$ cat src/rtl/xor_rr_sched.sv
`default_nettype none
// ============================================================================
// Module   : xor_rr_sched
// Purpose  : Round-robin sharing of one external XOR unit between two lanes,
//            with result cross-check and a saturating mismatch counter.
// Revision : 1.0
// ============================================================================
module xor_rr_sched #(
    parameter int WIDTH = 8,
    parameter int CNT_W = 8
) (
    input  logic             clk,
    input  logic             rst_n,
    input  logic             req0_valid,
    output logic             req0_ready,
    input  logic [WIDTH-1:0] req0_a,
    input  logic [WIDTH-1:0] req0_b,
    input  logic             req1_valid,
    output logic             req1_ready,
    input  logic [WIDTH-1:0] req1_a,
    input  logic [WIDTH-1:0] req1_b,
    output logic [WIDTH-1:0] xu_a,
    output logic [WIDTH-1:0] xu_b,
    input  logic [WIDTH-1:0] xu_c,
    output logic             rsp0_valid,
    input  logic             rsp0_ready,
    output logic [WIDTH-1:0] rsp0_c,
    output logic             rsp1_valid,
    input  logic             rsp1_ready,
    output logic [WIDTH-1:0] rsp1_c,
    output logic             err,
    output logic [CNT_W-1:0] err_cnt,
    input  logic             err_clr
);

    typedef enum logic [1:0] {
        S_IDLE  = 2'd0,
        S_ISSUE = 2'd1,
        S_RESP  = 2'd2
    } state_t;

    state_t             r_state;
    state_t             w_state_nxt;
    logic               r_last;
    logic               r_lane;
    logic [WIDTH-1:0]   r_cap_a;
    logic [WIDTH-1:0]   r_cap_b;
    logic [WIDTH-1:0]   r_rsp0_c;
    logic [WIDTH-1:0]   r_rsp1_c;
    logic               r_err;
    logic [CNT_W-1:0]   r_err_cnt;

    logic               w_idle;
    logic               w_gnt0;
    logic               w_gnt1;
    logic               w_rsp_hs;
    logic               w_mismatch;

    // On contention the lane that was not served last wins.
    assign w_idle     = (r_state == S_IDLE);
    assign w_gnt0     = w_idle & req0_valid & (~req1_valid | r_last);
    assign w_gnt1     = w_idle & req1_valid & (~req0_valid | ~r_last);
    assign w_rsp_hs   = r_lane ? rsp1_ready : rsp0_ready;
    assign w_mismatch = (r_state == S_ISSUE) && (xu_c != (r_cap_a ^ r_cap_b));

    always_comb begin
        w_state_nxt = r_state;
        case (r_state)
            S_IDLE:  if (w_gnt0 | w_gnt1) w_state_nxt = S_ISSUE;
            S_ISSUE: w_state_nxt = S_RESP;
            S_RESP:  if (w_rsp_hs) w_state_nxt = S_IDLE;
            default: w_state_nxt = S_IDLE;
        endcase
    end

    always_ff @(posedge clk) begin
        if (!rst_n) begin
            r_state <= S_IDLE;
            r_last  <= 1'b1;
            r_lane  <= 1'b0;
            r_cap_a <= '0;
            r_cap_b <= '0;
        end else begin
            r_state <= w_state_nxt;
            if (w_gnt0) begin
                r_cap_a <= req0_a;
                r_cap_b <= req0_b;
                r_lane  <= 1'b0;
                r_last  <= 1'b0;
            end else if (w_gnt1) begin
                r_cap_a <= req1_a;
                r_cap_b <= req1_b;
                r_lane  <= 1'b1;
                r_last  <= 1'b1;
            end
        end
    end

    always_ff @(posedge clk) begin
        if (!rst_n) begin
            r_rsp0_c <= '0;
            r_rsp1_c <= '0;
        end else if (r_state == S_ISSUE) begin
            if (r_lane) r_rsp1_c <= xu_c;
            else        r_rsp0_c <= xu_c;
        end
    end

    // A clear in the same cycle as a mismatch wins.
    always_ff @(posedge clk) begin
        if (!rst_n) begin
            r_err     <= 1'b0;
            r_err_cnt <= '0;
        end else if (err_clr) begin
            r_err     <= 1'b0;
            r_err_cnt <= '0;
        end else if (w_mismatch) begin
            r_err <= 1'b1;
            if (r_err_cnt != {CNT_W{1'b1}}) r_err_cnt <= r_err_cnt + 1'b1;
        end
    end

    assign req0_ready = w_gnt0;
    assign req1_ready = w_gnt1;
    assign xu_a       = r_cap_a;
    assign xu_b       = r_cap_b;
    assign rsp0_valid = (r_state == S_RESP) & ~r_lane;
    assign rsp1_valid = (r_state == S_RESP) &  r_lane;
    assign rsp0_c     = r_rsp0_c;
    assign rsp1_c     = r_rsp1_c;
    assign err        = r_err;
    assign err_cnt    = r_err_cnt;

endmodule
`default_nettype wire

$ cat config.mk
export PLATFORM = sky130hd
export DESIGN_NAME = xor_rr_sched
export DESIGN_NICKNAME = d
export VERILOG_FILES = /design/src/rtl/xor_rr_sched.sv
export SDC_FILE = /design/constraint.sdc
export NUM_CORES = 1
export LEC_CHECK = 0
export CORE_MARGIN = 3
export CORE_UTILIZATION = 50
export DETAILED_ROUTE_END_ITERATION = 16
export DONT_BUFFER_PORTS = 1
export PLACE_DENSITY = 0.68
export SLEW_MARGIN = 10
export SYNTH_ARGS = -nofsm -noshare
export SYNTH_HDL_FRONTEND = slang
export SYNTH_SLANG_ARGS = --single-unit
$ cat constraint.sdc
create_clock -name clk -period 1.77 [get_ports clk]
set_clock_uncertainty 0.1 [all_clocks]
set_input_delay 0.354 -clock clk [delete_from_list [all_inputs] [get_ports clk]]
set_output_delay 0.354 -clock clk [all_outputs]
set_load 0.05 [all_outputs]
[Yosys cells after proc, flatten, opt, wreduce, memory -nomap -nowiden]
Cells that the tools add are included.
Storage, ports and cells
  flip-flop bits (word level): 45
  bits of input ports: 47
  word-level logic and storage cells: 50
Cells by class
  add/sub/neg operators: 1
  equality and inequality tests: 6
  muxes and demuxes: 10
  bitwise logic cells: 15
  reductions and logical operators: 9
Operators by type and width (number)
  $mux 8: 4
  $add 8x1->8 const B: 1
  $ne 8x8->1: 1
  $ne 8x8->1 const B: 1
  $reduce_and 2->1: 4
  $xor 8x8->8: 1
  $and 1x1->1: 6
  $pmux 2 s3: 1
  $not 1->1: 5
  $mux 2: 2
  $reduce_or 2->1: 2
  $mux 1: 3
  $or 1x1->1: 3
  $eq 2x1->1 const B: 1
  $eq 2x2->1 const B: 1
  $logic_not 2->1: 1
  $ne 2x1->1 const B: 1
  $ne 2x2->1 const B: 1
  $reduce_bool 2->1: 1
  $logic_and 1x1->1: 1

[Longest topological paths before layout]
Gate-level depths: netlist (run 1).
  depth in word-level cells: 6
  gate-level depth with buffers: 6
  depth with buffers taken out: 5

[Least setup slack after synthesis (run 1)]
OpenSTA, ideal clock, no wires.
  path kind: register -> register
  from: register r_cap_a[2], in the netlist xu_a[2]
  to: register r_err_cnt[4], in the netlist err_cnt[4]
  arrival: 2.059 ns
  required time: 1.600 ns
  path slack: -0.459 ns
  stages on the path, launching flop included: 7
  buffers on the path: 1
  clock period less this slack: 2.229 ns
  path through: dfxtp_1 xnor3_1 nand4_2 o21ai_2 buf_6 or4_1 a21oi_1
Between the ends
  cells in the longest elaborated chain, start to end: 4
RTL lines
  start, declared: line 46  | logic [WIDTH-1:0] r_cap_a;
  start signal, assigned: line 86  | r_cap_a <= req0_a;
  start signal, assigned: line 91  | r_cap_a <= req1_a;
  $xor 8x8->8: line 64  | assign w_mismatch = (r_state == S_ISSUE) && (xu_c != (r_cap_a ^ r_cap_b));
  $ne 8x8->1: line 64
  $logic_and 1x1->1: line 64
  $reduce_and 2->1 (no line)
  end signal, assigned: line 119  | if (r_err_cnt != {CNT_W{1'b1}}) r_err_cnt <= r_err_cnt + 1'b1;
  end, declared: line 51  | logic [CNT_W-1:0] r_err_cnt;
No other way between the ends.
A chain may end at the register's enable or synchronous reset.

[Final worst setup path (run 1)]
  from: register r_cap_a[3], in the netlist xu_a[3]
  to: register r_err_cnt[6], in the netlist err_cnt[6]
The elaborated chain is that of the path after synthesis.

==> results.cfg, run 1 <==
[status]
outcome = complete, no violations

[sta]
finalHoldViolations = 0
setup_viol = 0
setup_ws_ns = 0.01417
period_needed_ns = 1.756
rsz0062_at_grt = true
min_period_over_period_pct = 99.20
drv_slew = 0
maxSlewHeadroom_pct = 64.97
tightestPinTransition_ns = 0.5247
fmax_mhz = 569.5

[die]
die_x_um = 70.72
floorplan.initialDensity_pct = 54.35
dieArea_um2 = 5001
pin_count = 92
die_h_um = 70.72
num_rows = 22
fp.coreArea_um2 = 3854

[clocking]
clkTransAtPathRegs_ns = 0.08
h-tree-depth = 2
cts_root_buf = clkbuf_8
cts_buffers = 5
clock_path_buffers = 2
clkLatencyLatePin_ns = 0.30
cts.sinks = 45
cts_tree = yes

[logic_synthesis]
syn_nets = 294
ys.flop_type = dfxtp_1
yosysMostFrequentCell = nand2_1
syn_area_um2 = 2095
yosysTopAreaCell = dfxtp_1
syn_inst = 246
synth_cell_type_count = 37
yosysSeqAreaShare_pct = 43.01
synth_warnings = 0
async_reset_ff_share_pct = 0
syn_avg_cell_area_um2 = 8.514
yosys.area.top_type_share_pct = 43.01
ys_top_cells_by_count = nand2_1, dfxtp_1, a21oi_1
synth-seq-cells = 45
synth_edf_count = 0
ys_top_cells_by_area = dfxtp_1, nand2_1, xnor3_1

[worst_setup_path]
cp_top_family = compound AO/OA/AOI/OAI gates
cp-startpoint = xu_a[3]
path_cells = xnor3_1, nand4_4, buf_6, o21a_4, a41oi_2, a211oi_1
critPathMaxFanout = 3
r2r_cells = 6
worstPathArrival_ns = 1.82
path_depth = 6
r2r-end = err_cnt[6]
cp-endpoint = err_cnt[6]
cp_num_buf_inv = 1
worstSetupEndpointType = flip-flop
start_kind = flip-flop
crit_type = flip-flop to flip-flop
critPathSlowestCell = xnor3_1
worstPathRequired_ns = 1.84
reg2reg_setup_slack_ns = 0.01
slowest_delay_ns = 0.42
r2r-start = xu_a[3]

[cells_and_area]
syn_to_final_growth_pct = 28.20
finalNonFillerCells = 330
fillCellCount = 326
finalNetCount = 329
antennaDiodeCount = 0
drive_gt1_share_pct = 32.62
final_area_um2 = 2685

[global_routing]
grt_pass1_wl_mm = 9.197
grt_max_degree = 20
gr-total-overflow = 0
antenna_found_initial = 0
grt_pass1_vias = 1897
grtUsageTotal_pct = 22.85

[detailed_routing]
dr_total_vias = 1922
drt-vias-per-instance = 5.824
routedWlPerCell_um = 16.60
drtIter0Drc = 68
drc = 0
antenna_left = 0
first_pass_iters = 4
drt-total-wl_mm = 5.479

[place]
dp_hpwl_mm = 4.156
dp.cells = 321
post-place-ws_ns = -0.06990
place.gp.congestion = 0.8630
numPortBuffers = 0
place_area_um2 = 2496

[power_and_ir_drop]
finalPower_mw = 2.606
leakagePower_nw = 1.046
ir_worst_vdd_mv = 0.6010
power_density_nw_per_um2 = 970.7

[min_path]
hold_path_class = input port to flip-flop

[job]
drv_cap = 0
## how the worst min path moves through the flow
stage                     endpoint   from  slack [ns]  depth (start not counted)
after global routing        r_last  rst_n        0.03                          1
after global placement      r_last  rst_n        0.33                          1
final                       r_last  rst_n        0.04                          1
after detailed placement    r_last  rst_n        0.34                          1
after CTS                   r_last  rst_n        0.03                          1
after floorplan             r_last  rst_n        0.33                          1
## area by class of cell
class,count,area [um2],share of cell area (%)
clock inverter,2,10.01,0.3728
timing repair buffer,42,342.8,12.77
sequential,45,962.2,35.83
multi-input combinational,182,1219,45.39
tap,48,60.06,2.237
inverter,5,18.77,0.6990
clock buffer,6,72.57,2.703
## metal layers
metal	GRT usage, %	part of all wire [%]	up-vias
li1	-	-	949
met1	29.66	43	872
met2	35.74	45	90
met3	8.523	11	11
met4	6.472	1.9	0
met5	0	0	-
## power breakdown
group	total, mW	leakage [nW]	internal, mW	switching, mW
clock	0.612	0.0450	0.274	0.338
combinational	0.778	0.621	0.296	0.482
sequential	1.22	0.380	1.10	0.120
total	2.61	1.05	1.67	0.939
## metrics by stage
step                hold slack [ns]  setup TNS [ns]  utilization [%]
floorplan                    0.3258         -0.4630                -
global placement             0.3319        -0.06054            64.77
detailed placement           0.3372         -0.1563            64.77
CTS                         0.03072        -0.03514            68.67
global route                0.03239        -0.06057            69.68
finish                      0.04172               0            69.68
## placed cells by master (no fill, tap or decap), drive strengths merged, types with 2 or more instances in the layout
| cell type | count |
|---|---|
| buf | 42 |
| a21oi | 23 |
| nand2b | 4 |
| dfxtp | 45 |
| and3 | 3 |
| nand2 | 53 |
| nand4 | 3 |
| a311oi | 16 |
| xnor3 | 8 |
| o31ai | 3 |
| nand3 | 16 |
| nor2 | 22 |
| or3 | 2 |
| clkinv | 3 |
| o21ai | 12 |
| inv | 4 |
| mux2i | 2 |
| or4 | 2 |
| clkbuf | 6 |
## kinds of logic after synthesis
kind of cell | count (synthesis) | share of synthesized area [%]
compound gates | 59 | 18.52
flops | 45 | 43.01
fa+ha+maj | 1 | 0.5973
buf+inv | 20 | 4.002
xor+xnor | 8 | 8.602
simple gates | 111 | 24.31
mux | 2 | 0.9558
## repair_timing
item / 4_1_cts / 5_1_grt
setup buffers: 0 / 0
gates resized for setup: 12 / 12
gates cloned: 1 / 0
setup endpoints to repair: 4 / 9
hold buffers: 0 / 0
pin swaps: 12 / 8
## state kept, by name, summed over array words and instances, names as in the netlist
signal and flops:
rsp0_c 8, r_last 1, err_cnt 8, xu_b 8, r_lane 1, rsp1_c 8, r_state 2, err 1
xu_a 8
Power figures use the tool's default switching activity.
==> inputs of run 2 (changes only) <==
--- a/config.mk
+++ b/config.mk
@@ -5,11 +5,13 @@
 export SDC_FILE = /design/constraint.sdc
 export NUM_CORES = 1
 export LEC_CHECK = 0
+export CAP_MARGIN = 20
 export CORE_MARGIN = 3
 export CORE_UTILIZATION = 50
 export DETAILED_ROUTE_END_ITERATION = 16
 export DONT_BUFFER_PORTS = 1
 export PLACE_DENSITY = 0.68
+export REMOVE_ABC_BUFFERS = 1
 export SLEW_MARGIN = 10
 export SYNTH_ARGS = -nofsm -noshare
 export SYNTH_HDL_FRONTEND = slang
==> run 2 against run 1 <==
  * Register-to-register slack about the same
  * Worst hold slack worse by 0.012 ns
  * Sequential share of layout area decreased by 2.4 points
  * Via count up 2.2%
  * Critical endpoint is now err_cnt[4]
  * Largest power group unchanged
==> results.cfg, run 2 (same netlist as run 1, synthesis figures left out) <==
[status]
outcome = complete, no violations

[die]
die_x_um = 70.72
dieArea_um2 = 5001
pin_count = 92
die_h_um = 70.72
fp.coreArea_um2 = 3854
floorplan.initialDensity_pct = 54.35
num_rows = 22

[power_and_ir_drop]
leakagePower_nw = 1.113
ir_worst_vdd_mv = 0.5884
power_density_nw_per_um2 = 1075

[detailed_routing]
drtIter0Drc = 145
drc = 0
drt-met1-wl_mm = 2.444
first_pass_iters = 5
antenna_left = 0
top_layer = met4
drt-vias-per-instance = 5.848
routedWlPerCell_um = 16.90
dr_total_vias = 1965
met3_length_um = 501
drt-total-wl_mm = 5.680
met2WireLength_mm = 2.658

[sta]
maxSlewHeadroom_pct = 64.38
hold_ws_ns = 0.02991
min_period_over_period_pct = 99.51
rsz0062_at_grt = true
drv_slew = 0
period_needed_ns = 1.761
finalHoldViolations = 0
fmax_mhz = 567.8
tightestPinTransition_ns = 0.5336
setup_viol = 0
tns_ns = 0

[place]
numPortBuffers = 0
place.gp.congestion = 0.8152
dp_hpwl_mm = 4.011
place_area_um2 = 2442

[cells_and_area]
multi_input_area_um2 = 1192
antennaDiodeCount = 0
final_area_um2 = 2740
drive_gt1_share_pct = 29.17
layout_common_cells = nand2_1, buf_4, dfxtp_1
syn_to_final_growth_pct = 30.82
fillCellCount = 307
final-seq-area_um2 = 915.9
finalNetCount = 335
final_common_cell = nand2_1

[clocking]
cts.sinks = 45
clkTransAtPathRegs_ns = 0.08
cts_buffers = 5
cts_tree = yes
h-tree-depth = 2
clock_path_buffers = 2
cts_root_buf = clkbuf_8
clkLatencyLatePin_ns = 0.29

[worst_setup_path]
worstSetupEndpointType = flip-flop
start_kind = flip-flop
worstPathArrival_ns = 1.89
cp-startpoint = xu_a[5]
critPathMaxFanout = 5
crit_type = flip-flop to flip-flop
r2r-start = xu_a[5]
worstPathRequired_ns = 1.90

[global_routing]
grt_max_degree = 22
gr-total-overflow = 0
grtUsageTotal_pct = 22.50
grt_pass1_vias = 1837
antenna_found_initial = 0
grt_pass1_wl_mm = 9.045

[min_path]
hp-start = rst_n
hold_path_class = input port to flip-flop

[job]
drv_cap = 0
==> run 2: changes by cell type in the layout (fill, tap and decap cells not counted), moves of 2 or more <==
cell and delta:
dfxtp_4 -13, dfxtp_1 +11, buf_4 +5, bufinv_16 +2, dfxtp_2 +2
==> run 2: path summary, 6_finish.rpt <==
kind	cells after the start	to	slack, ns
hold reg to reg	2	r_last	0.38
setup / recovery	5	err_cnt[4]	0.009
setup reg to reg	5	err_cnt[4]	0.009
hold / removal	1	r_last	0.03
==> run 2: routing by layer <==
metal  GRT usage [%]  vias to the layer above
met5               0                        -
met4           7.516                        0
met3           6.534                        7
met2           35.32                       83
met1           29.76                      917
li1                -                      958
==> run 2: cell type report <==
type / count / share of cell area [%]
Multi-Input combinational cell: 182 / 43.52
Sequential cell: 45 / 33.42
Timing Repair Buffer: 48 / 15.25
Clock buffer: 5 / 2.511
Clock inverter: 3 / 2.374
Tap cell: 48 / 2.192
Inverter: 5 / 0.7306
==> run 2: critical path: stages, from the launching register on <==
cell and delay (ns):
dfxtp_2 0.35, xnor3_1 0.43, nand4_4 0.13, o21ai_4 0.10
or4_1 0.47, a21oi_1 0.13
==> run 2: per-stage QoR <==
stage          worst slack [ns]  utilization, %  instances  power (mW)
2_1_floorplan           -0.3959               -        231       1.725
3_3_place_gp           -0.03584           63.38        322       1.943
3_5_place_dp           -0.05575           63.38        322       1.952
4_1_cts                0.007616           69.61        334       2.938
5_1_grt                -0.04343           71.10        336       3.063
6_report               0.008741           71.10        336       2.945
==> run 2: timing repair <==
item / CTS / global route
pin swaps: 13 / 9
cloned: 2 / 0
hold buffers: 0 / 0
setup endpoints to repair: 7 / 9
buffers inserted: 2 / 2
gates resized for setup: 15 / 15
==> run 2: power by group <==
part / switching, mW / leakage, nW / internal (mW)
Sequential: 0.118 / 0.371 / 1.10
Combinational: 0.493 / 0.673 / 0.333
Clock: 0.345 / 0.0681 / 0.561
